### src/rtl/psu_ucseq.sv
// psu_ucseq: unit-cell sweep sequencer.
//
// Steps a grid of NUM_UCROW x NUM_UCCOL unit cells in batches of NUM_UCC lanes.
// A sweep is started with `start`. The opcode is latched on that start, and each
// batch is held until the downstream PCUs accept it with `step_rdy`. When the
// final batch is accepted, `done` pulses for one cycle. `abort` cancels a sweep
// without producing `done`.
//
// Ports:
//   clk, rst_n      - clock, asynchronous active-low reset
//   start           - request a sweep using opcode_in (ignored while busy)
//   opcode_in       - opcode for the sweep
//   step_rdy        - downstream accepts the current batch this cycle
//   abort           - abandon the running sweep (priority over step_rdy)
//   opcode_running  - opcode latched at the last accepted start
//   uc_counter      - per-lane unit-cell index, lane i at [i*UCADDR_BW +: UCADDR_BW]
//   ucc_valid       - per-lane flag, lane index lies inside the grid
//   busy            - sweep in progress (RUN or DONE)
//   batch_last      - current batch is the final one
//   done            - one-cycle pulse on sweep completion
module psu_ucseq #(
  parameter int unsigned NUM_UCC   = 4,
  parameter int unsigned NUM_UCROW = 4,
  parameter int unsigned NUM_UCCOL = 4,
  parameter int unsigned UCADDR_BW = 4,
  parameter int unsigned OPCODE_BW = 4
) (
  input  logic                           clk,
  input  logic                           rst_n,
  input  logic                           start,
  input  logic [OPCODE_BW-1:0]           opcode_in,
  input  logic                           step_rdy,
  input  logic                           abort,
  output logic [OPCODE_BW-1:0]           opcode_running,
  output logic [NUM_UCC*UCADDR_BW-1:0]   uc_counter,
  output logic [NUM_UCC-1:0]             ucc_valid,
  output logic                           busy,
  output logic                           batch_last,
  output logic                           done
);

  localparam int unsigned NUM_UC  = NUM_UCROW * NUM_UCCOL;
  // One spare bit so base + NUM_UCC cannot wrap on the final batch.
  localparam int unsigned BASE_BW = UCADDR_BW + 1;

  typedef enum logic [1:0] {StIdle, StRun, StDone} state_e;

  state_e                 state_q, state_d;
  logic [BASE_BW-1:0]     base_q, base_d;
  logic [OPCODE_BW-1:0]   opcode_q, opcode_d;
  logic                   last_batch;
  logic [31:0]            lane_idx;

  // Comparisons are done in 32 bits so the grid size never truncates.
  assign last_batch = (32'(base_q) + NUM_UCC) >= NUM_UC;

  // State register
  always_ff @(posedge clk or negedge rst_n) begin
    if (!rst_n) begin
      state_q  <= StIdle;
      base_q   <= '0;
      opcode_q <= '0;
    end else begin
      state_q  <= state_d;
      base_q   <= base_d;
      opcode_q <= opcode_d;
    end
  end

  // Next-state logic
  always_comb begin
    state_d  = state_q;
    base_d   = base_q;
    opcode_d = opcode_q;
    unique case (state_q)
      StIdle: begin
        if (start) begin
          opcode_d = opcode_in;
          base_d   = '0;
          state_d  = StRun;
        end
      end
      StRun: begin
        if (abort) begin
          state_d = StIdle;
        end else if (step_rdy) begin
          if (last_batch) begin
            state_d = StDone;
          end else begin
            base_d = base_q + BASE_BW'(NUM_UCC);
          end
        end
      end
      StDone: begin
        state_d = StIdle;
      end
      default: begin
        state_d = StIdle;
      end
    endcase
  end

  // Outputs: decoded from the registered state only, so they clear as soon as reset asserts.
  always_comb begin
    uc_counter = '0;
    ucc_valid  = '0;
    batch_last = 1'b0;
    busy       = 1'b0;
    done       = 1'b0;
    lane_idx   = '0;
    unique case (state_q)
      StRun: begin
        busy       = 1'b1;
        batch_last = last_batch;
        for (int unsigned i = 0; i < NUM_UCC; i++) begin
          lane_idx = 32'(base_q) + i;
          if (lane_idx < NUM_UC) begin
            ucc_valid[i]                          = 1'b1;
            uc_counter[i*UCADDR_BW +: UCADDR_BW]  = lane_idx[UCADDR_BW-1:0];
          end
        end
      end
      StDone: begin
        busy = 1'b1;
        done = 1'b1;
      end
      default: ;
    endcase
  end

  assign opcode_running = opcode_q;

endmodule
### config.mk
export PLATFORM = sky130hd
export DESIGN_NAME = psu_ucseq
export DESIGN_NICKNAME = d
export VERILOG_FILES = /design/src/rtl/psu_ucseq.sv
export SDC_FILE = /design/constraint.sdc
export NUM_CORES = 1
export LEC_CHECK = 0
export ABC_CLOCK_PERIOD_IN_PS = 2100
export CELL_PAD_IN_SITES_DETAIL_PLACEMENT = 0
export CELL_PAD_IN_SITES_GLOBAL_PLACEMENT = 1
export CORE_MARGIN = 8
export CORE_UTILIZATION = 41
export CTS_CLUSTER_DIAMETER = 150
export DETAILED_ROUTE_END_ITERATION = 10
export DONT_BUFFER_PORTS = 1
export PLACE_DENSITY_LB_ADDON = 0.1
export SYNTH_ARGS = -nofsm -noshare
export SYNTH_HDL_FRONTEND = slang
export SYNTH_SLANG_ARGS = --single-unit
### constraint.sdc
create_clock -name clk -period 2.1 [get_ports clk]
set_input_delay 0.21 -clock clk [delete_from_list [all_inputs] [get_ports clk]]
set_output_delay 0.21 -clock clk [all_outputs]
set_load 0.05 [all_outputs]
==> impl_metrics.json, run 1 <==
{
  "outcome": "finished clean",
  "layout_worst_path_cycle_share_pct": 88.4,
  "cpPeakStageDelay_ps": 400,
  "cap_violations": 0,
  "fin_crit_ps": 1860,
  "grt_overflow": 0,
  "worstSetupPathType": "reg2out",
  "hold_viol_final": 0,
  "synth_edf_count": 0,
  "critPathTopFamily": "flip-flops",
  "crit_buf_inv": 2,
  "rrSetupSlack_ps": 400,
  "drtIter0Drc": 9,
  "worstSetupStartpoint": "state_q[1]$_DFFE_PN0P_",
  "grt_pass1_wl_um": 2040,
  "clockBufferDepth": 2,
  "fillers": 152,
  "synthTopCellsByCount": "buf_4, dfrtp_1, and2_1",
  "setup_viol": 0,
  "num_rows": 14,
  "arrival_ps": 1650,
  "clock_sinks": 9,
  "cp-end-kind": "output port",
  "ant_nets": 0,
  "io_buffers": 0,
  "fin_skew_ps": 6.21,
  "slowest_stage": "dfrtp_1",
  "fin_ws_ps": 243,
  "grt_pass1_vias": 472,
  "yosysUniqueCellTypes": 22,
  "core_um2": 1470,
  "synth_top_area_share_pct": 36.0,
  "dieArea_um2": 3030,
  "vias_per_cell": 4.93,
  "synth_top_area_cell": "dfrtp_1",
  "synth_cells": 64,
  "seq_area_frac_synth_pct": 36.0,
  "cts-resized-gates": 0,
  "dp_hpwl_um": 1040,
  "antenna_found_initial": 0,
  "clk-insertion-delay-late_ps": 260,
  "setup_tns_ps": 0,
  "cp.depth": 5,
  "cp_cell_sequence": "inv_1 -> ha_1 -> and2b_2 -> and2_1 -> buf_4",
  "drcViolationCount": 0,
  "chipHeight_um": 55.1,
  "dr_total_vias": 444,
  "cts_root_buf": "clkbuf_4",
  "drt_first_pass_iters": 4,
  "max_freq_ghz": 0.539,
  "die_w_um": 55.1,
  "numCtsBuffers": 3,
  "drive_gt1_share_pct": 37.8,
  "timing.rr.end": "base_q[2]$_DFFE_PN0P_",
  "crit_fanout": 10,
  "gp_congestion": 0.687,
  "htreeDepth": 1,
  "cp-start-kind": "flip-flop",
  "synth_area_leaders": "dfrtp_1, buf_4, and2_1",
  "synth_flop_cell": "dfrtp_1",
  "avgRoutedWirePerCell_um": 14.1,
  "dpl-instance-area_um2": 707,
  "rsz0062_at_grt": "no",
  "clkTransAtPathRegs_ps": 70,
  "io_pins": 36,
  "ys_warn_count": 0,
  "start_util_pct": 42.5,
  "async_flop_share_pct": 100,
  "drv_slew": 0,
  "wl_um": 1270,
  "worst_r2r_path_depth": 5,
  "syn_area_um2": 626,
  "syn_avg_cell_area_um2": 9.78,
  "syn2layout_area_growth_pct": 19.0,
  "diodes": 0,
  "finalNetCount": 88,
  "endpoint": "uc_counter[6]",
  "required_ps": 1890,
  "pre_cts_ws_ps": 383,
  "r2r-start": "state_q[1]$_DFFE_PN0P_",
  "cts_tree": "yes",
  "min_path_type": "in2reg",
  "globalRouteTotalUtil_pct": 9.09,
  "grt_max_degree": 11,
  "design_area_um2": 744,
  "ys_ff_latch": 9
}
==> routing by layer <==
layer  share of wire (%)  up-vias  global-route usage (%)
li1                    -      219                       -
met1                  42      210                    9.92
met2                  49       15                    15.3
met3                 9.7        0                    5.35
met4                   0        0                    1.20
met5                   0        -                       0
==> repair_timing <==
action | CTS | global route
endpoints found under the hold margin | 9 | 0
hold buffers | 1 | 0
buffers inserted | 0 | 0
==> per-stage QoR <==
| step | util, % | hold slack (ps) | cells |
|---|---|---|---|
| floorplan | - | -85.6 | 67 |
| global placement | 48.0 | -85.3 | 85 |
| detailed placement | 48.0 | -85.4 | 85 |
| CTS | 50.6 | 86.0 | 90 |
| global route | 50.6 | 75.4 | 90 |
| finish | 50.6 | 91.7 | 90 |
==> cell usage in the layout, fill, tap and decap left out, drive strengths merged <==
cell type,instances
a211o,1
a21oi,2
a2bb2oi,1
a31oi,2
and2,9
and2b,4
buf,12
clkbuf,3
clkinv,1
conb,4
dfrtp,9
dlygate4sd3,1
ha,4
inv,3
mux2,5
mux2i,1
nand2,3
nand2b,3
nor2,1
nor2b,1
o21ai,4
==> how the worst min path moves through the flow <==
| stage | startpoint | to | depth (start not counted) |
|---|---|---|---|
| global placement | rst_n | state_q[0]$_DFFE_PN0P_ | 0 |
| CTS | opcode_in[2] | opcode_running[2]$_DFFE_PN0P_ | 1 |
| floorplan | rst_n | base_q[2]$_DFFE_PN0P_ | 0 |
| global route | opcode_in[3] | opcode_running[3]$_DFFE_PN0P_ | 1 |
| finish | opcode_in[3] | opcode_running[3]$_DFFE_PN0P_ | 1 |
| detailed placement | rst_n | opcode_running[1]$_DFFE_PN0P_ | 0 |
==> state kept, by name (all words and copies together) (netlist names) <==
name and count:
base_q 3, opcode_running 4, state_q 2
==> kinds of logic after synthesis <==
kind of cell | synth area share (%)
AND/OR/NAND/NOR | 21.2
buffers and inverters | 13.2
AO/OA/AOI/OAI | 9.80
flip-flops | 36.0
multiplexers | 11.2
adder cells (fa/ha/maj) | 8.00
other | 0.599
==> layout make-up <==
type                            count  area (µm²)  area share [%]
Inverter                            3        11.3            1.51
Clock buffer                        3        22.5            3.03
Sequential cell                     9         225            30.3
Timing Repair Buffer               13         125            16.8
Tap cell                           16        20.0            2.69
Clock inverter                      1        5.00           0.672
Multi-Input combinational cell     45         335            45.0
Power of run 1 is left out: the tool's default activity adds up to more than one toggle a clock period on the data nets, which glitch-free logic cannot reach.
==> inputs of run 2 (changes only) <==
Settings changed: PLACE_DENSITY set to 0.84, PLACE_DENSITY_LB_ADDON 0.1 to unset.
==> impl_metrics.json, run 2 (same netlist as run 1, synthesis figures left out) <==
{
  "min_to": "opcode_running[1]$_DFFE_PN0P_",
  "avgRoutedWirePerCell_um": 13.4,
  "max_freq_ghz": 0.539,
  "cp_cell_sequence": "inv_1 -> ha_1 -> and2b_2 -> and2_1 -> buf_4",
  "clk-insertion-delay-late_ps": 250,
  "core_um2": 1470,
  "worstHoldStart": "opcode_in[1]",
  "syn2layout_area_growth_pct": 14.8,
  "slowest_stage": "dfrtp_1",
  "crit_fanout": 10,
  "cp-start-kind": "flip-flop",
  "antenna_found_initial": 0,
  "worstSetupPathType": "reg2out",
  "dp_hpwl_um": 992,
  "ant_nets": 0,
  "r2r-start": "state_q[1]$_DFFE_PN0P_",
  "crit_buf_inv": 2,
  "worst_r2r_path_depth": 5,
  "final_common_cell": "buf_4",
  "drv_slew": 0,
  "dieArea_um2": 3030,
  "critPathTopFamily": "simple AND/OR/NAND/NOR gates",
  "rsz0062_at_grt": "no",
  "cts_root_buf": "clkbuf_4",
  "chipHeight_um": 55.1,
  "drt_first_pass_iters": 3,
  "diodes": 0,
  "numCtsBuffers": 3,
  "outcome": "finished clean",
  "fin_crit_ps": 1860,
  "pre_cts_ws_ps": 383,
  "grt.busiest_layer": "met2",
  "timing.rr.end": "base_q[2]$_DFFE_PN0P_",
  "design_area_um2": 718,
  "drcViolationCount": 0,
  "setup_tns_ps": 0,
  "layout_common_cells": "buf_4, dfrtp_1, and2_1",
  "cts-resized-gates": 0,
  "grt_pass1_vias": 408,
  "fin_skew_ps": 1.49,
  "start_util_pct": 42.5,
  "arrival_ps": 1650,
  "required_ps": 1890,
  "cpPeakStageDelay_ps": 400,
  "gp_congestion": 0.724,
  "hold_viol_final": 0,
  "globalRouteTotalUtil_pct": 7.85,
  "setup_viol": 0,
  "fillers": 139,
  "grt_max_degree": 11,
  "hold-path-cell-count": 1,
  "drive_gt1_share_pct": 36.5,
  "finalNetCount": 88,
  "grt_overflow": 0,
  "fin_ws_ps": 244,
  "min_path_type": "in2reg",
  "die_w_um": 55.1,
  "rrSetupSlack_ps": 390,
  "cp-end-kind": "output port",
  "num_rows": 14,
  "io_buffers": 0,
  "cap_violations": 0,
  "vias_per_cell": 4.78,
  "grt_use_met2_pct": 13.4,
  "gr-usage-met3_pct": 1.07,
  "htreeDepth": 1,
  "grt_use_met1_pct": 9.77,
  "postCtsSetupBuffers": 0,
  "dr_total_vias": 430,
  "grt_pass1_wl_um": 1840,
  "cts_tree": "yes",
  "wl_um": 1210,
  "clockBufferDepth": 2,
  "io_pins": 36,
  "layout_worst_path_cycle_share_pct": 88.4,
  "clock_sinks": 9,
  "drtIter0Drc": 1,
  "clkTransAtPathRegs_ps": 60,
  "dpl-instance-area_um2": 682,
  "largest_reg_flops": 4
}
[run 2: final cells by class]
type	count	area, µm²	share of cell area, %
clock buffers	4	26.3	3.66
inverters	3	11.3	1.57
multi-input cells	45	335	46.7
flip-flops and latches	9	225	31.4
well taps	16	20.0	2.79
repair buffers	13	100	13.9
[run 2: what timing repair did]
item / CTS / global route
hold buffers: 1 / 0
endpoints found under the hold margin: 9 / 0
endpoints found under the setup margin: 0 / 0
[run 2: routing by layer]
| layer | share of wire (%) | vias up |
|---|---|---|
| met5 | 0 | - |
| met4 | 0 | 0 |
| met3 | 6.1 | 0 |
| met2 | 54 | 11 |
| met1 | 40 | 203 |
| li1 | - | 216 |
[run 2: worst max path at each step]
| stage | from | endpoint | cells after the start |
|---|---|---|---|
| after CTS | state_q[1]$_DFFE_PN0P_ | uc_counter[3] | 5 |
| after global placement | state_q[1]$_DFFE_PN0P_ | base_q[2]$_DFFE_PN0P_ | 5 |
| after floorplan | state_q[1]$_DFFE_PN0P_ | base_q[2]$_DFFE_PN0P_ | 7 |
| after global routing | state_q[1]$_DFFE_PN0P_ | uc_counter[6] | 5 |
| final | state_q[1]$_DFFE_PN0P_ | uc_counter[3] | 5 |
| after detailed placement | state_q[1]$_DFFE_PN0P_ | base_q[2]$_DFFE_PN0P_ | 5 |
[run 2: stage by stage]
step | utilization (%) | hold WS, ps | instances
after floorplan | - | -85.6 | 67
after global placement | 46.3 | -85.3 | 85
after detailed placement | 46.3 | -85.3 | 85
after CTS | 48.8 | 101 | 90
after global routing | 48.8 | 95.3 | 90
final | 48.8 | 109 | 90
Power of run 2 is left out for the same reason.
==> inputs of run 3 (changes only) <==
Settings changed: ABC_CLOCK_PERIOD_IN_PS 2100 to unset, CORE_UTILIZATION 41 to 45, PLACE_DENSITY 0.84 to 0.9, TNS_END_PERCENT set to 10.
Clock period 2.1 ns to 2.3 ns, I/O delays scaled along.
==> impl_metrics.json, run 3 (same netlist as run 1, synthesis figures left out) <==
{
  "grt_pass1_vias": 406,
  "rsz0062_at_grt": "no",
  "fin_crit_ps": 1980,
  "cts_tree": "yes",
  "worst_r2r_path_depth": 5,
  "die_w_um": 53.3,
  "grt_overflow": 0,
  "endpoint": "uc_counter[7]",
  "antenna_found_initial": 0,
  "cap_violations": 0,
  "dr_total_vias": 386,
  "num_rows": 13,
  "drv_slew": 0,
  "chipHeight_um": 53.3,
  "drive_gt1_share_pct": 27.3,
  "dieArea_um2": 2840,
  "gp_congestion": 0.733,
  "start_util_pct": 48.1,
  "rrSetupSlack_ps": 600,
  "min_path_type": "in2reg",
  "grt_max_degree": 11,
  "ant_nets": 0,
  "avgRoutedWirePerCell_um": 14.1,
  "grt_pass1_wl_um": 1870,
  "io_buffers": 0,
  "io_pins": 36,
  "required_ps": 2070,
  "finalNetCount": 80,
  "drt_first_pass_iters": 4,
  "r2r-start": "state_q[1]$_DFFE_PN0P_",
  "max_freq_ghz": 0.506,
  "clkTransAtPathRegs_ps": 60,
  "timing.rr.end": "base_q[2]$_DFFE_PN0P_",
  "globalRouteTotalUtil_pct": 8.66,
  "setup_viol": 0,
  "largest_reg_flops": 4,
  "worstSetupPathType": "reg2out",
  "drcViolationCount": 0,
  "grt_use_met1_pct": 9.13,
  "htreeDepth": 1,
  "grt_use_met2_pct": 14.8,
  "core_um2": 1300,
  "postCtsSetupBuffers": 0,
  "clock_sinks": 9,
  "crit_fanout": 10,
  "dp_hpwl_um": 951,
  "setup_tns_ps": 0,
  "clockBufferDepth": 2,
  "gr-usage-met3_pct": 4.20,
  "cp-start-kind": "flip-flop",
  "drtIter0Drc": 4,
  "clk-insertion-delay-late_ps": 250,
  "cts_root_buf": "clkbuf_4",
  "cp-end-kind": "output port",
  "outcome": "finished clean",
  "layout_worst_path_cycle_share_pct": 85.9,
  "fillers": 131,
  "worstSetupStartpoint": "state_q[1]$_DFFE_PN0P_",
  "final_common_cell": "dfrtp_1",
  "arrival_ps": 1750,
  "fin_skew_ps": 6.35,
  "wl_um": 1150,
  "syn2layout_area_growth_pct": 4.00,
  "hold_viol_final": 0,
  "numCtsBuffers": 3,
  "layout_common_cells": "dfrtp_1, and2_1",
  "grt.busiest_layer": "met2",
  "diodes": 0,
  "vias_per_cell": 4.77
}
## run 3: cell types whose count changed in the layout (fill, tap and decap cells not counted)
cell	before	now
a31oi_2	1	0
buf_4	12	4
a31oi_1	1	2
## run 3: what timing repair did
action                                 in CTS  in global routing
endpoints found under the hold margin       9                  0
hold buffers                                1                  0
resized for setup                           0                  0
## run 3: worst min-delay path by stage
stage	start	endpoint	slack [ps]	cells after the start
2_1_floorplan	rst_n	base_q[2]$_DFFE_PN0P_	-70	0
3_3_place_gp	rst_n	state_q[0]$_DFFE_PN0P_	-70	0
6_report	opcode_in[1]	opcode_running[1]$_DFFE_PN0P_	130	1
4_1_cts	opcode_in[0]	opcode_running[0]$_DFFE_PN0P_	120	1
3_5_place_dp	rst_n	opcode_running[0]$_DFFE_PN0P_	-70	0
5_1_grt	opcode_in[0]	opcode_running[0]$_DFFE_PN0P_	120	1
## run 3: layer usage
layer,wire length [µm],vias to the layer above,part of all wire (%)
met1,455,170,40
li1,-,204,-
met3,96,0,8.4
met2,594,12,52
met4,0,0,0
met5,0,-,0
## run 3: critical path, stage by stage, from the launching register on
cell and delay (ps):
dfrtp_1 390, inv_1 80, ha_1 310, and2b_2 260, and2_1 460
## run 3: area by class of cell
| class | count | area [µm²] | share of cell area [%] |
|---|---|---|---|
| multi-input cells | 45 | 329 | 50.6 |
| inverters | 3 | 11.3 | 1.73 |
| well taps | 15 | 18.8 | 2.88 |
| clock buffers | 4 | 26.3 | 4.04 |
| flip-flops and latches | 9 | 225 | 34.6 |
| repair buffers | 5 | 40.0 | 6.15 |
## run 3: stage by stage
step	std cells	hold WS (ps)	instance area (µm²)	setup WS, ps	util [%]
floorplan	67	-65.6	637	16.8	-
global placement	76	-65.3	614	635	47.2
detailed placement	76	-65.3	614	585	47.2
CTS	81	120	651	298	50.0
global route	81	119	651	161	50.0
finish	81	127	651	324	50.0
Power of run 3 is left out for the same reason.
